<file path="src/rtl/threshold_pkg.sv">
// Shared constants and types for the threshold editor.
package threshold_pkg;

    localparam int BOUND_W = 12;
    localparam int DIGIT_W = 4;
    localparam int NDIG    = BOUND_W / DIGIT_W;

    localparam logic [BOUND_W-1:0] LOWER_RST = '0;
    localparam logic [BOUND_W-1:0] UPPER_RST = '1;

    typedef logic [BOUND_W-1:0] bound_t;
    typedef logic [1:0]         digit_t;

endpackage

</file>
<file path="src/rtl/threshold_input_btn_edge.sv">
// One-bit rising-edge detector. The pulse is combinational from the live
// input so that the registered consumer acts on the same clock edge where the
// button is first seen high.
module btn_edge (
    input  logic clk_i,
    input  logic rst_ni,
    input  logic btn_i,
    output logic edge_o
);

    logic prev_q;

    // Remember the button level seen at the previous clock edge.
    always_ff @(posedge clk_i or negedge rst_ni) begin
        if (!rst_ni) begin
            prev_q <= 1'b0;
        end else begin
            prev_q <= btn_i;
        end
    end

    assign edge_o = btn_i & ~prev_q;

endmodule

</file>
<file path="src/rtl/threshold_input.sv">
// Button-driven editor for a lower/upper threshold pair. A cursor selects a
// hex digit; up/down step that digit with saturation so the bounds never wrap
// and lower never exceeds upper.
module threshold_input #(
    parameter int                                  BOUND_W   = threshold_pkg::BOUND_W,
    parameter int                                  DIGIT_W   = threshold_pkg::DIGIT_W,
    parameter logic [threshold_pkg::BOUND_W-1:0]   LOWER_RST = threshold_pkg::LOWER_RST,
    parameter logic [threshold_pkg::BOUND_W-1:0]   UPPER_RST = threshold_pkg::UPPER_RST
) (
    input  logic               clk_in,
    input  logic               rst_in,
    input  logic               btnu,
    input  logic               btnd,
    input  logic               btnl,
    input  logic               btnr,
    input  logic               threshold_on,
    input  logic               threshold_lowhi,
    output logic [BOUND_W-1:0] lower_bound_out,
    output logic [BOUND_W-1:0] upper_bound_out,
    output logic [1:0]         digit_sel_out
);

    import threshold_pkg::*;

    localparam int                    NDIG_L   = BOUND_W / DIGIT_W;
    localparam int                    W1       = BOUND_W + 1;
    localparam logic [W1-1:0]         BMAX     = {1'b0, {BOUND_W{1'b1}}};
    localparam digit_t                DIG_TOP  = digit_t'(NDIG_L - 1);

    logic eu, ed, el, er;

    btn_edge u_edge_u (.clk_i(clk_in), .rst_ni(rst_in), .btn_i(btnu), .edge_o(eu));
    btn_edge u_edge_d (.clk_i(clk_in), .rst_ni(rst_in), .btn_i(btnd), .edge_o(ed));
    btn_edge u_edge_l (.clk_i(clk_in), .rst_ni(rst_in), .btn_i(btnl), .edge_o(el));
    btn_edge u_edge_r (.clk_i(clk_in), .rst_ni(rst_in), .btn_i(btnr), .edge_o(er));

    logic [BOUND_W-1:0] lower_q, lower_d;
    logic [BOUND_W-1:0] upper_q, upper_d;
    digit_t             digit_sel_q, digit_sel_d;

    logic [W1-1:0] step, sel, lim_hi, lim_lo, sum, up_tgt, dn_tgt, target;
    logic          do_step;

    // Saturating step datapath plus cursor movement; step uses the old cursor.
    always_comb begin
        step    = W1'(1) << (DIGIT_W * int'(digit_sel_q));
        sel     = threshold_lowhi ? {1'b0, upper_q} : {1'b0, lower_q};
        lim_hi  = threshold_lowhi ? BMAX : {1'b0, upper_q};
        lim_lo  = threshold_lowhi ? {1'b0, lower_q} : '0;
        sum     = sel + step;
        up_tgt  = (sum > lim_hi) ? lim_hi : sum;
        // sel - step < lim_lo rewritten to avoid an underflowing subtract
        dn_tgt  = (sel < lim_lo + step) ? lim_lo : sel - step;
        target  = sel;
        do_step = 1'b0;
        lower_d     = lower_q;
        upper_d     = upper_q;
        digit_sel_d = digit_sel_q;

        if (threshold_on) begin
            if (eu && !ed) begin
                target  = up_tgt;
                do_step = 1'b1;
            end else if (ed && !eu) begin
                target  = dn_tgt;
                do_step = 1'b1;
            end

            if (do_step) begin
                if (threshold_lowhi) begin
                    upper_d = target[BOUND_W-1:0];
                end else begin
                    lower_d = target[BOUND_W-1:0];
                end
            end

            if (el && !er && digit_sel_q != DIG_TOP) begin
                digit_sel_d = digit_sel_q + 2'd1;
            end else if (er && !el && digit_sel_q != 2'd0) begin
                digit_sel_d = digit_sel_q - 2'd1;
            end
        end
    end

    // Bound and cursor registers.
    always_ff @(posedge clk_in or negedge rst_in) begin
        if (!rst_in) begin
            lower_q     <= LOWER_RST;
            upper_q     <= UPPER_RST;
            digit_sel_q <= 2'd0;
        end else begin
            lower_q     <= lower_d;
            upper_q     <= upper_d;
            digit_sel_q <= digit_sel_d;
        end
    end

    assign lower_bound_out = lower_q;
    assign upper_bound_out = upper_q;
    assign digit_sel_out   = digit_sel_q;

endmodule

</file>
<file path="config.mk">
export PLATFORM = sky130hd
export DESIGN_NAME = threshold_input
export DESIGN_NICKNAME = d
export VERILOG_FILES = /design/src/rtl/threshold_pkg.sv /design/src/rtl/threshold_input_btn_edge.sv /design/src/rtl/threshold_input.sv
export SDC_FILE = /design/constraint.sdc
export NUM_CORES = 1
export LEC_CHECK = 0
export BUFFER_PORTS_ARGS = -buffer_cell sky130_fd_sc_hd__buf_2
export CAP_MARGIN = 25
export CORE_MARGIN = 8
export CORE_UTILIZATION = 46
export DETAILED_ROUTE_END_ITERATION = 8
export PLACE_DENSITY_LB_ADDON = 0.1
export SETUP_SLACK_MARGIN = 0.5
export SYNTH_ARGS = -nofsm -noshare
export SYNTH_HDL_FRONTEND = slang
export SYNTH_HIERARCHICAL = 1
export SYNTH_SLANG_ARGS = --single-unit
export TNS_END_PERCENT = 50
</file>
<file path="constraint.sdc">
create_clock -name clk_in -period 4.95 [get_ports clk_in]
set_input_delay 0.99 -clock clk_in [delete_from_list [all_inputs] [get_ports clk_in]]
set_output_delay 0.99 -clock clk_in [all_outputs]
set_load 0.01 [all_outputs]
</file>
# --- Yosys cells after proc, flatten, opt, wreduce, memory -nomap -nowiden ---
# Cells that the tools add are included.
word_totals:
  reg_bits: 30
  inputBits: 8
classes:
  addsub: 5
  order_cmp: 2
  eq_ne: 1
  n_shift: 1
  n_mux: 12
  bitwise_logic: 9
  n_reduce_logical: 15
op_table:
  columns: ["cell", "n"]
  rows:
  - ["2-to-1 mux 12 bit", 7]
  - ["adder 12 x 13 -> 13 bit", 2]
  - ["> comparator 13 x 12 -> 1 bit", 1]
  - ["less-than comparator 12 x 13 -> 1 bit", 1]
  - ["<< shifter 1 x 4 -> 13 bit (first input constant)", 1]
  - ["subtractor 12 bit", 1]
  - ["logical AND 1 bit", 6]
  - ["AND reduction 3 bit", 2]
  - ["inverter 1 bit", 5]
  - ["AND 1 bit", 4]
  - ["zero test 1 bit", 4]
  - ["2-to-1 mux 2 bit", 2]
  - ["nonzero test 2 bit", 2]
  - ["2-to-1 mux 1 bit", 3]
  - ["adder 2 x 1 -> 2 bit (second input constant)", 1]
  - ["!= test 2 bit (second input constant)", 1]
  - ["AND reduction 2 bit", 1]
  - ["subtractor 2 x 1 -> 2 bit (second input constant)", 1]

# --- Logic depth before layout (Yosys ltp) ---
# Gate-level depths: netlist of the first run.
logic_depth:
  word_depth: 8
  ltp_mapped: 23

# --- Hierarchy ---
# The synthesis of the first run kept the hierarchy.
by_module_without_submodules:
  columns: ["module", "n_inst", "cells_each", "area_per_inst_um2"]
  rows:
  - ["threshold_input", 1, 475, 3647.2]
  - ["btn_edge", 4, 2, 38.8]

# --- Least setup slack after synthesis of the first run ---
# Ideal clock, no wire load.
synth_timing:
  kind: "in2reg"
  start: "in threshold_lowhi"
  end: "reg lower_q[7] (netlist: lower_bound_out[7])"
  setup_time_ns: 0.127
  arrival_time_ns: 5.002
  required_ns: 4.823
  path_slack_ns: -0.179
  cell_stages: 22
  path_cell_list: "buf_4 -> buf_2 -> buf_2 -> buf_1 -> mux2i_1 -> inv_1 -> ha_1 -> clkbuf_1 -> o211ai_2 -> o211ai_1 -> nand3_1 -> inv_1 -> ha_1 -> a21o_1 -> a21oi_1 -> nand3_1 -> o31ai_1 -> nand2_1 -> buf_4 -> mux2_4 -> a22oi_1 -> o21ai_1"
synth_between:
  elab_chain_cells: 6
synth_rtl:
  columns: ["element", "line", "rtl"]
  rows:
  - ["start: declaration", "threshold_input.sv:17", "input logic threshold_lowhi,"]
  - ["2-to-1 mux 12 bit", "threshold_input.sv:49", "lim_lo = threshold_lowhi ? {1'b0, lower_q} : '0;"]
  - ["adder 12 x 13 -> 13 bit", "threshold_input.sv:53", "dn_tgt = (sel < lim_lo + step) ? lim_lo : sel - step;"]
  - ["less-than comparator 12 x 13 -> 1 bit", "threshold_input.sv:53", null]
  - ["2-to-1 mux 12 bit", "threshold_input.sv:53", null]
  - ["2-to-1 mux 12 bit", "threshold_input.sv:64", "end else if (ed && !eu) begin"]
  - ["2-to-1 mux 12 bit", "threshold_input.sv:61", "if (eu && !ed) begin"]
  - ["end signal: assignment", "threshold_input.sv:92", "lower_q <= lower_d;"]
  - ["end: declaration", "threshold_input.sv:37", "logic [BOUND_W-1:0] lower_q, lower_d;"]
# Several ways; a longest one is shown, not always the timed one.
# A chain may end at the register's enable or synchronous reset.

# --- Final worst setup path of the first run ---
layout_timing:
  start: "in threshold_lowhi"
  end: "reg lower_q[8] (netlist: lower_bound_out[8])"
# The elaborated chain is that of the path after synthesis.

==> results of run 1 <==
registers in the layout (all words and copies together) (netlist names):
| register | flops |
|---|---|
| u_edge_l/prev_q | 1 |
| u_edge_r/prev_q | 1 |
| lower_bound_out | 12 |
| u_edge_d/prev_q | 1 |
| digit_sel_out | 2 |
| u_edge_u/prev_q | 1 |
| upper_bound_out | 12 |
cells in the final DEF (no fill, tap or decap), drive strengths merged, types with 6 or more instances in the layout:
master / instances
nand2: 51
mux2i: 14
xor2: 8
a211oi: 7
clkbuf: 6
nor2: 44
nor3: 14
and2: 7
a22oi: 6
inv: 28
and3: 6
nand3: 17
dfstp: 12
a21o: 8
dfrtp: 18
o31ai: 11
ha: 34
a21oi: 23
xnor2: 13
mux2: 8
nor2b: 9
o21ai: 28
buf: 76
nand2b: 8
o211ai: 6
cell families (layout without fill, tap and decap cells):
family | Yosys count | after routing
flops | 30 | 30
simple gates | 182 | 182
mux | 22 | 22
fa+ha+maj | 36 | 36
buf+inv | 56 | 112
xor+xnor | 21 | 21
compound gates | 136 | 136
worst paths after layout:
check | cells after the start | endpoint | slack (ns) | startpoint
setup / recovery | 21 | lower_bound_out[8]$_DFFE_PN0P_ | 0.60 | threshold_lowhi
hold / removal | 2 | upper_bound_out[11]$_DFFE_PN1P_ | 0.51 | upper_bound_out[11]$_DFFE_PN1P_
setup reg to reg | 17 | upper_bound_out[1]$_DFFE_PN1P_ | 0.85 | digit_sel_out[1]$_DFFE_PN0P_
hold reg to reg | 2 | upper_bound_out[11]$_DFFE_PN1P_ | 0.51 | upper_bound_out[11]$_DFFE_PN1P_
max in group asynchronous | 1 | lower_bound_out[5]$_DFFE_PN0P_ | 3.72 | rst_in
min in group asynchronous | 1 | lower_bound_out[11]$_DFFE_PN0P_ | 0.76 | rst_in
final cells by class:
cell class | count | share of cell area
tap | 105 | 0.0279
clock inverter | 2 | 0.00796
multi-input combinational | 397 | 0.653
inverter | 28 | 0.0223
clock buffer | 6 | 0.0154
timing repair buffer | 76 | 0.111
sequential | 30 | 0.162
critical path, stage by stage:
cell and delay (ns):
buf_6 0.11, buf_6 0.13, buf_4 0.15, and2_1 0.18, ha_4 0.29, nand3_2 0.11, nor2_4 0.13, a21oi_2 0.07
nor2_1 0.11, xor2_1 0.15, nand2_1 0.07, ha_1 0.30, nor2b_1 0.14, or3_1 0.30, a211o_1 0.25, o21a_4 0.27
buf_6 0.15, buf_4 0.13, mux2_4 0.31, a21oi_2 0.12, nor2_1 0.06
power breakdown:
part           internal [W]  total [W]  switching (W)
sequential         0.000372   0.000561       0.000189
combinational       0.00112    0.00251        0.00139
clock              0.000150   0.000266       0.000115
metrics by stage:
stage	worst slack (ns)	total power, W	hold WS, ns	TNS [ns]	utilization
2_1_floorplan	0.303	0.00209	0.490	0	-
3_3_place_gp	-0.149	0.00268	0.502	-1.45	0.524
3_5_place_dp	-0.187	0.00271	0.496	-1.98	0.524
4_1_cts	0.475	0.00304	0.507	0	0.548
5_1_grt	0.430	0.00356	0.541	0	0.580
6_report	0.600	0.00333	0.508	0	0.580
timing repair:
action                     CTS  global route
setup endpoints to repair   24            24
buffers inserted             5            10
resized for setup           15            38
pin swaps                    4            15
cloned                       0             0
metal layers:
metal  global-route usage  share of wire  vias up
met4               0.0804          0.026        0
met2                0.347           0.45      184
met3               0.0480          0.077       27
met1                0.311           0.45     1947
li1                     -              -     1876
met5                    0              0        -
==> flow_metrics.env, run 1 <==
export IMPL_status="finished, final reports clean"
export IMPL_clkTransAtPathRegs_ns=0.08
export IMPL_drcViolationCount=0
export IMPL_grt_pass1_vias=3875
export IMPL_antenna_left=0
export IMPL_cts_sinks=30
export IMPL_rsz0062_at_grt="true"
export IMPL_drive_above_1_share=0.319
export IMPL_post_route_period_util=0.879
export IMPL_grt_pass1_wl_mm=20.9
export IMPL_fin_nets=580
export IMPL_synthSimpleGateAreaFrac=0.243
export IMPL_first_iter_violations=342
export IMPL_cts_root_buf="clkbuf_8"
export IMPL_netlist_area_um2=3800
export IMPL_ys_top_cells_by_area="dfrtp_1 (12%), ha_1 (11%), dfstp_2 (8.3%)"
export IMPL_netlist_instances=483
export IMPL_globalplace_congestion=0.944
export IMPL_syn_num_nets=525
export IMPL_netlist_cell_type_count=74
export IMPL_antennaDiodeCount=0
export IMPL_clock_path_buffers=2
export IMPL_syn_mean_instance_area_um2=7.87
export IMPL_place_inst=621
export IMPL_drt_first_pass_iters=5
export IMPL_start_util=0.467
export IMPL_cts_max_level=2
export IMPL_arrival_ns=4.53
export IMPL_worstPathRequired_ns=5.13
export IMPL_async_flop_share=1.00
export IMPL_clock_latency_ns=0.30
export IMPL_dp_final_hpwl_mm=9.84
export IMPL_fin_crit_ns=4.35
export IMPL_grt_usage=0.228
export IMPL_pin_count=34
export IMPL_antenna_found_initial=0
export IMPL_yosys_area_share_adder=0.117
export IMPL_crit_path_max_fanout=7
export IMPL_synth_edff_count=0
export IMPL_cp_start_kind="input pin"
export IMPL_die_h_um=107
export IMPL_seq_area_um2=766
export IMPL_cts_buffers_inserted=5
export IMPL_viasPerCell=6.26
export IMPL_slew_headroom=0.347
export IMPL_synth_flop_cell="dfrtp_1"
export IMPL_drv_slew=0
export IMPL_placed_area_um2=4260
export IMPL_fp_dieW_um=107
export IMPL_grt_max_degree=31
export IMPL_stdcell_count=644
export IMPL_cp_end_kind="flip-flop"
export IMPL_synth_xor_area_frac=0.0503
export IMPL_synth_largest_area_cell="dfrtp_1"
export IMPL_crit_type="in2reg"
export IMPL_setup_viol=0
export IMPL_cts_tree="done"
export IMPL_ys_top_cells_by_count="nand2_1 (51), nor2_1 (44), ha_1 (34)"
export IMPL_wl_per_cell_um=20.6
export IMPL_cap_violations=0
export IMPL_synth_compound_area_frac=0.256
export IMPL_postLayoutCellArea_um2=4720
export IMPL_yosysMostFrequentCell="nand2_1"
export IMPL_synthMuxAreaShare=0.0678
export IMPL_p_leak_nw=2.05
export IMPL_finClkSkew_ns=0.00749
export IMPL_ys_warnings_count=6
export IMPL_seq_area_frac_synth=0.201
export IMPL_p_per_area_nw_per_um2=707
export IMPL_finalHoldViolCount=0
export IMPL_synth_top_area_frac=0.118
export IMPL_overflow=0
export IMPL_worst_slew_pin_slew_ns=0.980
export IMPL_wl_mm=13.3
export IMPL_rows=33
export IMPL_portBuffers=33
export IMPL_core_region_area_um2=8130
export IMPL_clock_fmax_ghz=0.230
export IMPL_via_count=4034
export IMPL_multiInputGateArea_um2=3080
export IMPL_hp_class="reg2reg"
export IMPL_cts_hold_buffers=0
export IMPL_ir_worst_vdd_mv=0.354
export IMPL_synth_top_family_by_area="compound AO/OA/AOI/OAI gates"
export IMPL_syn_to_final_growth_pct=24.0
export IMPL_num_fill_cells=717
export IMPL_ys_ff_latch=30
export IMPL_die_area_um2=11400
Power figures use the tool's default switching activity.
==> run 2: changes to the inputs <==
--- a/config.mk
+++ b/config.mk
@@ -5,7 +5,7 @@
 export SDC_FILE = /design/constraint.sdc
 export NUM_CORES = 1
 export LEC_CHECK = 0
-export BUFFER_PORTS_ARGS = -buffer_cell sky130_fd_sc_hd__buf_2
+export BUFFER_PORTS_ARGS = -buffer_cell sky130_fd_sc_hd__clkbuf_2
 export CAP_MARGIN = 25
 export CORE_MARGIN = 8
 export CORE_UTILIZATION = 46
==> flow_metrics.env, run 2 (synthesis results as in run 1) <==
export IMPL_viasPerCell=6.29
export IMPL_rows=33
export IMPL_antenna_left=0
export IMPL_p_per_area_nw_per_um2=693
export IMPL_switching_share=0.518
export IMPL_comb_power_share=0.763
export IMPL_max_stage_delay_ns=0.39
export IMPL_crit_path_max_fanout=7
export IMPL_worstPathRequired_ns=5.13
export IMPL_post_route_period_util=0.879
export IMPL_clkTransAtPathRegs_ns=0.07
export IMPL_clock_path_buffers=2
export IMPL_core_region_area_um2=8130
export IMPL_start_util=0.467
export IMPL_power_frac_seq=0.170
export IMPL_met2WireLength_mm=6.11
export IMPL_worst_slew_pin_slew_ns=0.963
export IMPL_fin_util=0.575
export IMPL_wl_per_cell_um=20.8
export IMPL_overflow=0
export IMPL_die_h_um=107
export IMPL_cap_violations=0
export IMPL_cts_buffers_inserted=5
export IMPL_power_switching_w=0.00168
export IMPL_fin_nets=579
export IMPL_finClkSkew_ns=0.00919
export IMPL_pin_count=34
export IMPL_first_iter_violations=310
export IMPL_p_clk_frac=0.067
export IMPL_finalHoldViolCount=0
export IMPL_fin_setup_tns_ns=0
export IMPL_final_cell_mix="nand2_1 (50), nor2_1 (43), buf_4 (37), clkbuf_2 (32), ha_1 (27)"
export IMPL_die_area_um2=11400
export IMPL_cts_tree="done"
export IMPL_clock_fmax_ghz=0.230
export IMPL_cp_top_family="compound AO/OA/AOI/OAI gates"
export IMPL_wl_mm=13.4
export IMPL_via_count=4045
export IMPL_rsz0062_at_grt="true"
export IMPL_slew_headroom=0.358
export IMPL_mostFrequentLayoutCell="nand2_1"
export IMPL_fin_ws_ns=0.597
export IMPL_cp_num_buf_inv=4
export IMPL_cp_cell_sequence="buf_12 -> buf_12 -> buf_4 -> mux2i_4 -> xnor2_2 -> a41oi_2 -> buf_4 -> nor3_1 -> a311oi_1 -> ha_1 -> nand3_1 -> a31o_2 -> a21oi_2 -> o31ai_4 -> and2_2 -> o31ai_2 -> o21ai_0 -> a31o_2"
export IMPL_cp_start_kind="input pin"
export IMPL_cp_slowest_cell="xnor2_2"
export IMPL_hold_slack_ns=0.512
export IMPL_drt_first_pass_iters=5
export IMPL_wl_met3_mm=1.17
export IMPL_arrival_ns=4.54
export IMPL_dp_final_hpwl_mm=9.94
export IMPL_cts_sinks=30
export IMPL_grt_pass1_vias=3959
export IMPL_place_ws_ns=-0.0728
export IMPL_drv_slew=0
export IMPL_cts_root_buf="clkbuf_8"
export IMPL_setup_viol=0
export IMPL_crit_type="in2reg"
export IMPL_status="finished, final reports clean"
export IMPL_portBuffers=33
export IMPL_highest_layer="met4"
export IMPL_grt_usage=0.234
export IMPL_syn_to_final_growth_pct=23.1
export IMPL_antenna_found_initial=0
export IMPL_fin_crit_ns=4.35
export IMPL_p_leak_nw=2.05
export IMPL_cp_end_kind="flip-flop"
export IMPL_hp_class="reg2reg"
export IMPL_clock_latency_ns=0.29
export IMPL_drive_above_1_share=0.312
export IMPL_globalplace_congestion=0.923
export IMPL_cts_max_level=2
export IMPL_cts_hold_buffers=0
export IMPL_grt_max_degree=31
export IMPL_fp_dieW_um=107
export IMPL_drcViolationCount=0
export IMPL_antennaDiodeCount=0
export IMPL_m1WireLength_mm=5.60
export IMPL_grt_pass1_wl_mm=21.1
export IMPL_ir_worst_vdd_mv=0.372
export IMPL_p_int_w=0.00156
## run 2: cell count changes in the layout (fill, tap and decap cells not counted), sizes merged
cell      previous run  this run
bufinv               1         0
clkbuf               6        39
clkinvlp             1         0
clkinv               0         1
bufbuf               0         1
buf                 76        42
## run 2: stage by stage
stage,power (W),cell area (µm²),std cells
finish,0.00325,4680,643
global route,0.00350,4680,643
CTS,0.00305,4460,631
detailed placement,0.00273,4250,618
global placement,0.00271,4250,618
floorplan,0.00209,3920,483
## run 2: worst register-to-register path: cells and delay by family (launching register included)
| family | cells | cell delay (ns) |
|---|---|---|
| simple gates | 7 | 1.20 |
| buf+inv | 2 | 0.32 |
| xor+xnor | 1 | 0.15 |
| compound gates | 6 | 1.00 |
| fa+ha+maj | 4 | 0.96 |
| flops | 1 | 0.39 |
## run 2: worst paths after layout
check,from,end,slack [ns],depth (start not counted)
hold / removal,upper_bound_out[10]$_DFFE_PN1P_,upper_bound_out[10]$_DFFE_PN1P_,0.51,2
hold reg to reg,upper_bound_out[10]$_DFFE_PN1P_,upper_bound_out[10]$_DFFE_PN1P_,0.51,2
max in group asynchronous,rst_in,lower_bound_out[9]$_DFFE_PN0P_,3.60,1
setup / recovery,threshold_lowhi,lower_bound_out[4]$_DFFE_PN0P_,0.60,18
setup reg to reg,digit_sel_out[0]$_DFFE_PN0P_,lower_bound_out[1]$_DFFE_PN0P_,0.80,20
min in group asynchronous,rst_in,lower_bound_out[8]$_DFFE_PN0P_,0.81,1
## run 2: area by class of cell
type / instances / area, µm²
clock buffer: 7 / 86.3
clock inverter: 1 / 5.00
fill: 756 / 3450
inverter: 28 / 105
multi-input combinational: 397 / 3040
sequential: 30 / 766
tap: 105 / 131
timing repair buffer: 75 / 544
## run 2: power by group through the flow
stage                     logic (W)  registers, W  clock network [W]
after global placement      0.00217      0.000541                  0
after CTS                   0.00229      0.000538           0.000223
final                       0.00248      0.000550           0.000219
after floorplan             0.00158      0.000515                  0
after detailed placement    0.00219      0.000540                  0
after global routing        0.00270      0.000562           0.000230
## run 2: metal layers
metal	vias to the layer above	track usage
met4	0	0.101
met2	186	0.370
met1	1940	0.288
met5	-	0
met3	37	0.0714
li1	1882	-
## run 2: repair_timing
action	in CTS	in global routing
resized for setup	12	29
endpoints found under the setup margin	24	24
pin swaps	9	13
buffers inserted	4	12
cloned	1	0
endpoints found under the hold margin	0	0
==> run 3: changes to the inputs <==
--- a/config.mk
+++ b/config.mk
@@ -6,7 +6,6 @@
 export NUM_CORES = 1
 export LEC_CHECK = 0
 export BUFFER_PORTS_ARGS = -buffer_cell sky130_fd_sc_hd__clkbuf_2
-export CAP_MARGIN = 25
 export CORE_MARGIN = 8
 export CORE_UTILIZATION = 46
 export DETAILED_ROUTE_END_ITERATION = 8
==> constraint.sdc (replaced) <==
create_clock -name clk_in -period 4.75 [get_ports clk_in]
set_input_delay 0.95 -clock clk_in [delete_from_list [all_inputs] [get_ports clk_in]]
set_output_delay 0.95 -clock clk_in [all_outputs]
set_load 0.01 [all_outputs]
==> flow_metrics.env, run 3 (synthesis results as in run 1) <==
export IMPL_crit_start="threshold_lowhi"
export IMPL_first_iter_violations=247
export IMPL_drv_slew=0
export IMPL_r2r_start="digit_sel_out[1]$_DFFE_PN0P_"
export IMPL_via_count=4153
export IMPL_fin_ws_ns=0.494
export IMPL_cp_end_kind="flip-flop"
export IMPL_viasPerCell=6.13
export IMPL_setup_viol=0
export IMPL_ir_worst_vdd_mv=0.375
export IMPL_pin_count=34
export IMPL_fin_crit_ns=4.26
export IMPL_cp_top_family="simple AND/OR/NAND/NOR gates"
export IMPL_cap_violations=0
export IMPL_place_ws_ns=-0.251
export IMPL_cts_max_level=2
export IMPL_antenna_left=0
export IMPL_cp_num_buf_inv=2
export IMPL_finalHoldViolCount=0
export IMPL_grt_pass1_vias=4006
export IMPL_rsz0062_at_grt="true"
export IMPL_grt_pass1_wl_mm=21.7
export IMPL_status="finished, final reports clean"
export IMPL_drive_above_1_share=0.388
export IMPL_post_route_period_util=0.896
export IMPL_dp_final_hpwl_mm=10.2
export IMPL_die_h_um=107
export IMPL_antenna_found_initial=0
export IMPL_clock_latency_ns=0.29
export IMPL_worstPathRequired_ns=4.97
export IMPL_crit_top_cell="ha_4"
export IMPL_rows=33
export IMPL_syn_to_final_growth_pct=35.0
export IMPL_portBuffers=33
export IMPL_cts_hold_buffers=0
export IMPL_clock_path_buffers=2
export IMPL_start_util=0.467
export IMPL_hp_class="reg2reg"
export IMPL_core_region_area_um2=8130
export IMPL_place_inst=639
export IMPL_wl_per_cell_um=20.9
export IMPL_fin_setup_tns_ns=0
export IMPL_p_per_area_nw_per_um2=720
export IMPL_antennaDiodeCount=0
export IMPL_grt_usage=0.242
export IMPL_worst_slew_pin_slew_ns=0.952
export IMPL_fin_nets=613
export IMPL_mostFrequentLayoutCell="buf_4"
export IMPL_die_area_um2=11400
export IMPL_cp_slowest_cell="maj3_2"
export IMPL_p_leak_nw=2.23
export IMPL_cts_buffers_inserted=5
export IMPL_cts_root_buf="clkbuf_8"
export IMPL_postLayoutCellArea_um2=5130
export IMPL_grt_max_degree=31
export IMPL_wl_mm=14.2
export IMPL_arrival_ns=4.47
export IMPL_clock_fmax_ghz=0.235
export IMPL_cts_tree="done"
export IMPL_clkTransAtPathRegs_ns=0.07
export IMPL_stdcell_count=677
export IMPL_crit_type="in2reg"
export IMPL_hp_start="upper_bound_out[10]$_DFFE_PN1P_"
export IMPL_max_stage_delay_ns=0.37
export IMPL_cp_start_kind="input pin"
export IMPL_cts_sinks=30
export IMPL_drt_first_pass_iters=5
export IMPL_slew_headroom=0.365
export IMPL_crit_path_max_fanout=8
export IMPL_drcViolationCount=0
export IMPL_placed_area_um2=4390
export IMPL_cp_cell_sequence="buf_8 -> and2_4 -> ha_4 -> ha_4 -> nand4_1 -> maj3_2 -> nor3_2 -> o21ai_1 -> xnor2_1 -> nand2_1 -> ha_4 -> a21oi_4 -> nor2b_2 -> or3_1 -> a211o_1 -> o21a_4 -> buf_6 -> a221oi_4 -> a211oi_2 -> nor3_2"
export IMPL_finClkSkew_ns=0.00518
export IMPL_fp_dieW_um=107
export IMPL_final_cell_mix="buf_4 (64), nand2_1 (50), nor2_1 (42), clkbuf_2 (32), ha_1 (25)"
export IMPL_overflow=0
export IMPL_globalplace_congestion=0.931
## run 3: changes by cell type in the layout (fill, tap and decap cells not counted), sizes merged
| cell | change |
|---|---|
| bufbuf | -1 |
| buf | +35 |
## run 3: worst min-delay path, delay by kind of cell (launching register included)
| kind | cells | cell delay, ns |
|---|---|---|
| flops | 1 | 0.39 |
| compound gates | 1 | 0.06 |
| simple gates | 1 | 0.05 |
## run 3: what timing repair did
item                                    4_1_cts  5_1_grt
buffers inserted                             20       10
endpoints found under the setup margin       24       24
endpoints found under the hold margin         0        0
pin swaps                                    16       30
gates resized for setup                      39       45
## run 3: metal layers
layer	share of wire	routed length (µm)	track usage
met2	0.47	6700	0.392
met4	0.024	338	0.0774
met5	0	0	0
met1	0.42	6010	0.319
met3	0.078	1100	0.0432
## run 3: where the power goes
part	internal, W	switching (W)
Sequential	0.000388	0.000186
Combinational	0.00133	0.00157
Clock	0.000117	0.000108
Total	0.00183	0.00186
## run 3: worst paths after layout
path / endpoint / slack, ns / depth (start not counted)
worst max-delay path: upper_bound_out[5]$_DFFE_PN1P_ / 0.49 / 20
worst min-delay path: upper_bound_out[10]$_DFFE_PN1P_ / 0.51 / 2
worst max register to register: upper_bound_out[5]$_DFFE_PN1P_ / 0.69 / 19
worst min register to register: upper_bound_out[10]$_DFFE_PN1P_ / 0.51 / 2
max in group asynchronous: lower_bound_out[0]$_DFFE_PN0P_ / 3.49 / 1
min in group asynchronous: u_edge_l/prev_q$_DFF_PN0_ / 0.75 / 1
## run 3: layout make-up
class,instances,area (µm²)
clock inverter,1,5.00
fill,689,3000
multi-input combinational,397,3230
timing repair buffer,109,807
sequential,30,766
inverter,28,105
clock buffer,7,86.3
tap,105,131
## run 3: metrics by stage
stage | power (W) | hold slack (ns) | util
global placement | 0.00290 | 0.500 | 0.540
global route | 0.00395 | 0.515 | 0.631
finish | 0.00370 | 0.507 | 0.631
detailed placement | 0.00292 | 0.506 | 0.540
CTS | 0.00340 | 0.516 | 0.593
floorplan | 0.00218 | 0.490 | -
